`src/rtl/instr_fetch.sv`:
```
// rtl/instr_fetch.sv - fetch sequencer: PC-addressed memory read into a handshaked instruction register
// Issues one read per instruction and pulses pc_en only when decode consumes the held word.
module instr_fetch #(
   parameter int ADDR_W  = 10,
   parameter int DATA_W  = 16,
   parameter int MEM_LAT = 1
) (
   input  logic              clk,
   input  logic              rst,
   input  logic              run,
   input  logic              flush,
   input  logic [ADDR_W-1:0] pc,
   output logic              pc_en,
   output logic [ADDR_W-1:0] mem_addr,
   output logic              mem_rd_en,
   input  logic [DATA_W-1:0] mem_rdata,
   output logic [DATA_W-1:0] ir,
   output logic [ADDR_W-1:0] ir_pc,
   output logic              ir_valid,
   input  logic              ir_ready
);

   typedef enum logic [1:0] {
      S_IDLE,
      S_REQ,
      S_WAIT,
      S_HOLD
   } state_t;

   localparam logic [2:0] LAST_WAIT = 3'(MEM_LAT - 1);

   state_t            r_state;
   state_t            w_next;
   logic [2:0]        r_cnt;
   logic [DATA_W-1:0] r_ir;
   logic [ADDR_W-1:0] r_ir_pc;
   logic              w_capture;
   logic              w_handshake;
   logic              w_flush;

   always_comb begin
      w_next      = r_state;
      w_capture   = 1'b0;
      w_handshake = 1'b0;
      w_flush     = flush && (r_state != S_IDLE);
      case (r_state)
         S_IDLE: if (run) w_next = S_REQ;
         S_REQ:  w_next = S_WAIT;
         S_WAIT: begin
            if (r_cnt == LAST_WAIT) begin
               w_capture = 1'b1;
               w_next    = S_HOLD;
            end
         end
         S_HOLD: begin
            if (ir_ready) begin
               w_handshake = 1'b1;
               w_next      = run ? S_REQ : S_IDLE;
            end
         end
         default: w_next = S_IDLE;
      endcase
      // Flush beats both the capture and the handshake, so neither ir nor the PC moves.
      if (w_flush) begin
         w_next      = S_REQ;
         w_capture   = 1'b0;
         w_handshake = 1'b0;
      end
   end

   always_ff @(posedge clk or negedge rst) begin
      if (!rst) begin
         r_state <= S_IDLE;
         r_cnt   <= 3'd0;
         r_ir    <= '0;
         r_ir_pc <= '0;
      end else begin
         r_state <= w_next;
         if (r_state == S_REQ) begin
            r_ir_pc <= pc;
            r_cnt   <= 3'd0;
         end else if (r_state == S_WAIT) begin
            r_cnt <= r_cnt + 3'd1;
         end
         if (w_capture) r_ir <= mem_rdata;
      end
   end

   assign pc_en     = w_handshake;
   assign mem_addr  = pc;
   assign mem_rd_en = (r_state == S_REQ);
   assign ir_valid  = (r_state == S_HOLD);
   assign ir        = r_ir;
   assign ir_pc     = r_ir_pc;

endmodule

```
`config.mk`:
```
export PLATFORM = sky130hd
export DESIGN_NAME = instr_fetch
export DESIGN_NICKNAME = d
export VERILOG_FILES = /design/src/rtl/instr_fetch.sv
export SDC_FILE = /design/constraint.sdc
export NUM_CORES = 1
export LEC_CHECK = 0
export BUFFER_PORTS_ARGS = -buffer_cell sky130_fd_sc_hd__buf_2
export CORE_MARGIN = 8
export CORE_UTILIZATION = 25
export CTS_BUF_LIST = sky130_fd_sc_hd__clkbuf_8
export CTS_CLUSTER_DIAMETER = 40
export CTS_CLUSTER_SIZE = 25
export DETAILED_ROUTE_END_ITERATION = 6
export PLACE_DENSITY = 0.57
export SLEW_MARGIN = 30
export SYNTH_ARGS = -nofsm -noshare
export SYNTH_HDL_FRONTEND = slang
export SYNTH_SLANG_ARGS = --single-unit
```
`constraint.sdc`:
```
create_clock -name clk -period 2.6 [get_ports clk]
set_input_delay 0 -clock clk [delete_from_list [all_inputs] [get_ports clk]]
set_output_delay 0 -clock clk [all_outputs]
set_load 0.01 [all_outputs]
```
==> impl_metrics.py, run 1 <==
metrics = {
    "setup_path": {
        "crit_type": "reg2reg",
        "worst_ep_required_time_ns": 2.76,
        "cp.arrival_ns": 1.97,
        "cp-end-kind": "flop",
        "start_kind": "flop",
        "crit_path_max_fanout": 16,
    },
    "route": {
        "vias": 1085,
        "drt_iter0_drc": 44,
        "route.met2.wl_um": 1710,
        "drt-wirelength-per-cell_um": 13.1,
        "wl_um": 3530,
        "first_pass_iters": 5,
        "top_layer_used": "met4",
        "wl_met1_um": 1510,
        "routed-wl-met3_um": 234,
        "ant_nets": 0,
        "drc": 0,
        "via_per_inst": 4.03,
    },
    "cells_and_area": {
        "diodes": 0,
        "final_net_count": 231,
        "drive_above_1_share": 0.546,
        "design_area_sq_um": 2150,
        "postLayoutCoreUtil": 0.372,
        "instances_no_fill": 269,
        "area_growth_syn_to_layout_pct": 46.9,
    },
    "synth": {
        "synth_top_area_frac": 0.530,
        "post-synth-top-count-cell": "dfrtp_1",
        "synth_cell_types": 23,
        "synth_commonest_cells": "dfrtp_1, mux2_2, buf_4, mux2_4, inv_1",
        "yosysTopAreaCell": "dfrtp_1",
        "synthCells": 104,
        "syn_area_sq_um": 1460,
        "synth-edff-count": 0,
        "synth_flop_cell": "dfrtp_1",
        "syn_avg_cell_area_sq_um": 14.1,
        "ys_warn_count": 0,
        "synthTopCellsByArea": "dfrtp_1, mux2_2, mux2_4",
        "ys_seq_area_frac": 0.530,
        "ys_async_sr_fraction": 1.00,
        "synth_nets": 141,
        "synth-seq-cells": 31,
    },
    "clock_network": {
        "h-tree-depth": 2,
        "insertion_delay_ns": 0.27,
        "numCtsBuffers": 5,
        "clkSinkCount": 31,
        "clockBufferDepth": 2,
        "cts_tree": "yes",
        "cts.clk_slew.worst_paths_ns": 0.06,
        "cts_setup_buffers": 0,
        "cts_root_buffer": "clkbuf_8",
    },
    "power_and_ir_drop": {
        "power.share.switching": 0.337,
        "switchingPower_uw": 742,
        "clkPwrFrac": 0.169,
        "pwr_density_cell_nw_per_um2": 1030,
        "max-vdd-ir-drop_uv": 390,
        "p_int_uw": 1460,
        "combPwrFrac": 0.453,
        "p_seq_frac": 0.379,
        "leakagePower_uw": 0.00108,
    },
    "global_routing": {
        "grt_start_max_net_pins": 32,
        "grt_antenna_before_repair": 0,
        "grt_pass1_wl_um": 6050,
        "grt_pass1_vias": 1225,
        "gr-usage-all-layers": 0.0883,
        "grt-ovfl-total": 0,
    },
    "place": {
        "dp.cells": 235,
        "gp_congestion": 0.705,
        "io_buffers": 69,
        "placed_area_sq_um": 1790,
        "dp_hpwl_um": 2510,
    },
    "timing": {
        "finalSetupTns_ns": 0,
        "relSlewSlack": 0.526,
        "finalHoldViolCount": 0,
        "setup_viol": 0,
        "final_max_slew_viol_count": 0,
        "clock_skew_ns": 0.00395,
        "fin_crit_ns": 1.81,
        "worst_slew_pin_slew_ns": 0.711,
        "holdWs_ns": 0.0761,
        "rsz0062_at_grt": "no",
        "fmax_ghz": 0.551,
        "fin_crit_sh": 0.698,
    },
    "hold_path": {
        "min-delay-path-class": "in2reg",
    },
    "floorplan": {
        "die_h_um": 92.5,
        "die-width_um": 92.5,
        "initial_core_util": 0.253,
        "rows": 28,
        "dieArea_sq_um": 8550,
        "ios": 70,
        "core-area_sq_um": 5780,
    },
    "flow_run": {
        "maxCapViolCount": 0,
    },
    "outcome": {
        "status": "completed",
    },
}
[cell usage in the layout, fill, tap and decap left out, types with 2 or more instances in the layout]
cell,netlist,routed
nand2_1,4,4
mux2_2,17,17
buf_2,1,69
ha_1,6,6
mux2_4,10,10
dfrtp_1,31,31
clkbuf_8,0,6
o21ai_0,2,2
dlygate4sd3_1,0,27
nor2_1,2,2
nand3b_1,2,2
inv_1,7,7
[cell families (layout without fill, tap and decap cells)]
kind of cell,count (synthesis),in the layout,synth area share
buffers and inverters,20,110,0.0941
AND/OR/NAND/NOR,13,13,0.0556
multiplexers,28,28,0.240
flip-flops,31,31,0.530
adder cells (fa/ha/maj),6,6,0.0513
AO/OA/AOI/OAI,6,6,0.0282
[power by group through the flow]
stage | sequential [uW] | combinational [uW] | clock, uW
CTS | 837 | 1020 | 392
floorplan | 935 | 547 | 0
detailed placement | 838 | 989 | 0
global route | 871 | 1090 | 420
global placement | 838 | 977 | 0
finish | 834 | 998 | 372
[final timing paths]
kind,start,slack [ns],depth (start not counted),end
min,flush,0.08,4,r_state[1]$_DFFE_PN0P_
max,r_state[0]$_DFFE_PN0P_,0.79,5,ir[4]$_DFFE_PN0P_
min in group asynchronous,rst,0.33,2,ir_pc[8]$_DFFE_PN0P_
max reg2reg,r_state[0]$_DFFE_PN0P_,0.79,5,ir[4]$_DFFE_PN0P_
max in group asynchronous,rst,1.82,2,ir[6]$_DFFE_PN0P_
min reg2reg,ir[1]$_DFFE_PN0P_,0.50,1,ir[1]$_DFFE_PN0P_
[flip-flops by register name, summed over array words and instances (netlist names)]
| register | flops |
|---|---|
| ir | 16 |
| r_cnt | 3 |
| r_state | 2 |
| ir_pc | 10 |
[critical path, stage by stage (launching register included)]
cell and delay [ns]:
dfrtp_1 0.42, inv_1 0.11, ha_1 0.19, nand2b_4 0.16
and4_4 0.43, mux2_2 0.38
[timing repair]
action,4_1_cts,5_1_grt
hold buffers,27,0
resized for setup,0,0
hold endpoints to repair,57,0
[through the flow]
step / total power (uW) / setup slack (ns)
2_1_floorplan: 1480 / 0.904
3_3_place_gp: 1810 / 0.830
3_5_place_dp: 1830 / 0.786
4_1_cts: 2240 / 0.782
5_1_grt: 2380 / 0.698
6_report: 2200 / 0.785
[final cells by class]
class	count	area (sq um)
tap	75	93.8
clock inverter	1	5.00
inverter	7	26.3
fill	584	3630
multi-input combinational	53	549
clock buffer	6	82.6
timing repair buffer	96	616
sequential	31	776
[layer usage]
metal	vias up	global-route usage
met2	38	0.146
met4	0	0.0430
met3	6	0.0324
met5	-	0
met1	522	0.0983
li1	519	-
Power figures use the tool's default switching activity.
==> run 2: changes to the inputs <==
--- a/config.mk
+++ b/config.mk
@@ -5,6 +5,7 @@
 export SDC_FILE = /design/constraint.sdc
 export NUM_CORES = 1
 export LEC_CHECK = 0
+export ABC_AREA = 1
 export BUFFER_PORTS_ARGS = -buffer_cell sky130_fd_sc_hd__buf_2
 export CORE_MARGIN = 8
 export CORE_UTILIZATION = 25
==> constraint.sdc (replaced) <==
create_clock -name clk -period 1.7 [get_ports clk]
set_input_delay 0 -clock clk [delete_from_list [all_inputs] [get_ports clk]]
set_output_delay 0 -clock clk [all_outputs]
set_load 0.01 [all_outputs]
==> impl_metrics.py, run 2 <==
metrics = {
    "outcome": {
        "status": "completed",
    },
    "timing": {
        "relSlewSlack": 0.524,
        "finalSetupTns_ns": 0,
        "holdWs_ns": 0.0970,
        "setup_viol": 0,
        "setup_slack_ns": 0.287,
        "rsz0062_at_grt": "no",
        "fin_crit_sh": 0.831,
        "fin_crit_ns": 1.41,
        "fmax_ghz": 0.708,
        "final_max_slew_viol_count": 0,
        "clock_skew_ns": 0.00882,
        "finalHoldViolCount": 0,
        "worst_slew_pin_slew_ns": 0.715,
    },
    "clock_network": {
        "numCtsBuffers": 5,
        "cts_root_buffer": "clkbuf_8",
        "cts.clk_slew.worst_paths_ns": 0.06,
        "h-tree-depth": 2,
        "clockBufferDepth": 2,
        "cts_resized": 0,
        "cts_tree": "yes",
        "clkSinkCount": 31,
        "insertion_delay_ns": 0.28,
    },
    "floorplan": {
        "die-width_um": 94.7,
        "rows": 28,
        "die_h_um": 94.7,
        "ios": 70,
        "dieArea_sq_um": 8960,
        "core-area_sq_um": 5960,
        "initial_core_util": 0.260,
    },
    "setup_path": {
        "crit_type": "reg2reg",
        "start_kind": "flop",
        "cp-end-kind": "flop",
        "crit_path_max_fanout": 32,
        "worst_ep_required_time_ns": 1.86,
        "cp.arrival_ns": 1.58,
    },
    "synth": {
        "synth_flop_cell": "dfrtp_1",
        "ys_async_sr_fraction": 1.00,
        "syn_avg_cell_area_sq_um": 9.00,
        "synth_cell_types": 18,
        "synthCells": 172,
        "synth-edff-count": 0,
        "synth_nets": 209,
        "synth_commonest_cells": "nand2_1, dfrtp_1, inv_1",
        "synth-seq-cells": 31,
        "synth_top_area_frac": 0.501,
        "syn_area_sq_um": 1550,
        "yosysTopAreaCell": "dfrtp_1",
        "synthTopCellsByArea": "dfrtp_1, nand2_1, o21ai_2",
        "post-synth-top-count-cell": "nand2_1",
        "ys_warn_count": 0,
        "ys_seq_area_frac": 0.501,
    },
    "place": {
        "place_ws_ns": 0.282,
        "gp_congestion": 0.717,
        "io_buffers": 69,
        "dp_hpwl_um": 2570,
    },
    "route": {
        "via_per_inst": 3.96,
        "wl_um": 3720,
        "vias": 1334,
        "first_pass_iters": 3,
        "drt_iter0_drc": 21,
        "drc": 0,
        "ant_nets": 0,
        "drt-wirelength-per-cell_um": 11.0,
    },
    "global_routing": {
        "grt-ovfl-total": 0,
        "gr-usage-all-layers": 0.0864,
        "grt_antenna_before_repair": 0,
        "grt_start_max_net_pins": 33,
        "grt_pass1_vias": 1433,
        "grt_pass1_wl_um": 6310,
    },
    "power_and_ir_drop": {
        "pwr_density_cell_nw_per_um2": 1530,
        "leakagePower_uw": 0.00127,
        "max-vdd-ir-drop_uv": 512,
    },
    "cells_and_area": {
        "final_net_count": 299,
        "layout_commonest_cell": "buf_2",
        "drive_above_1_share": 0.370,
        "final_cell_mix": "buf_2, nand2_1, dfrtp_1, inv_1, dlygate4sd3_1",
        "area_growth_syn_to_layout_pct": 45.7,
        "postLayoutCoreUtil": 0.379,
        "n_fill_cell": 624,
        "diodes": 0,
        "largest_reg_flops": 16,
    },
    "flow_run": {
        "maxCapViolCount": 0,
    },
    "hold_path": {
        "min-delay-path-class": "in2reg",
    },
}
-- run 2: cell families (layout without fill, tap and decap cells) --
| family | count (synthesis) | count (layout) | share of synthesized area |
|---|---|---|---|
| DFF | 31 | 31 | 0.501 |
| buffers and inverters | 43 | 133 | 0.144 |
| adders and majority gates | 6 | 6 | 0.0485 |
| xor gates and xnor gates | 1 | 1 | 0.00566 |
| and+or+nand+nor | 71 | 71 | 0.197 |
| AOI/OAI and AO/OA | 20 | 20 | 0.103 |
-- run 2: per-layer routing --
layer | global-route usage | vias up | wire [um]
met5 | 0 | - | 0
met3 | 0.0421 | 4 | 381
met1 | 0.0949 | 597 | 1590
li1 | - | 687 | -
met2 | 0.144 | 46 | 1720
met4 | 0.0273 | 0 | 23
-- run 2: repair_timing --
action	4_1_cts	5_1_grt
hold buffers	27	0
hold endpoints to repair	57	0
buffers inserted	0	0
-- run 2: final cells by class --
class	count	area (sq um)	share of cell area
Clock inverter	1	5.00	0.00222
Timing Repair Buffer	98	643	0.285
Tap cell	75	93.8	0.0416
Multi-Input combinational cell	98	549	0.244
Inverter	28	105	0.0466
Sequential cell	31	776	0.344
Clock buffer	6	82.6	0.0366
-- run 2: through the flow --
stage	cell area (sq um)	total power [uW]	std cells
after global routing	2250	3810	337
after global placement	1900	2860	303
final	2250	3450	337
after floorplan	1550	2320	172
after detailed placement	1900	2880	303
after CTS	2250	3530	337
-- run 2: path summary, 6_finish.rpt --
| check | from | to | slack, ns | cells past startpoint |
|---|---|---|---|---|
| setup / recovery | r_state[0]$_DFFE_PN0P_ | ir[3]$_DFFE_PN0P_ | 0.29 | 8 |
| hold / removal | flush | r_state[1]$_DFFE_PN0P_ | 0.1 | 4 |
| setup reg to reg | r_state[0]$_DFFE_PN0P_ | ir[3]$_DFFE_PN0P_ | 0.29 | 8 |
| hold reg to reg | ir_pc[7]$_DFFE_PN0P_ | ir_pc[7]$_DFFE_PN0P_ | 0.47 | 2 |
| max in group asynchronous | rst | ir[4]$_DFFE_PN0P_ | 0.92 | 2 |
| min in group asynchronous | rst | ir_pc[9]$_DFFE_PN0P_ | 0.31 | 2 |
-- run 2: critical path, cell delays in order (launching register included) --
cell and delay, ns:
dfrtp_1 0.42, inv_1 0.11, ha_1 0.21, inv_2 0.06, nand2_4 0.09, nand4_4 0.09, buf_12 0.18, nand2_1 0.09
o21ai_2 0.05
-- run 2: power breakdown --
group / switching (uW) / total (uW) / internal (uW)
logic: 937 / 1610 / 669
clock network: 259 / 576 / 317
registers: 183 / 1270 / 1080
total: 1380 / 3450 / 2070
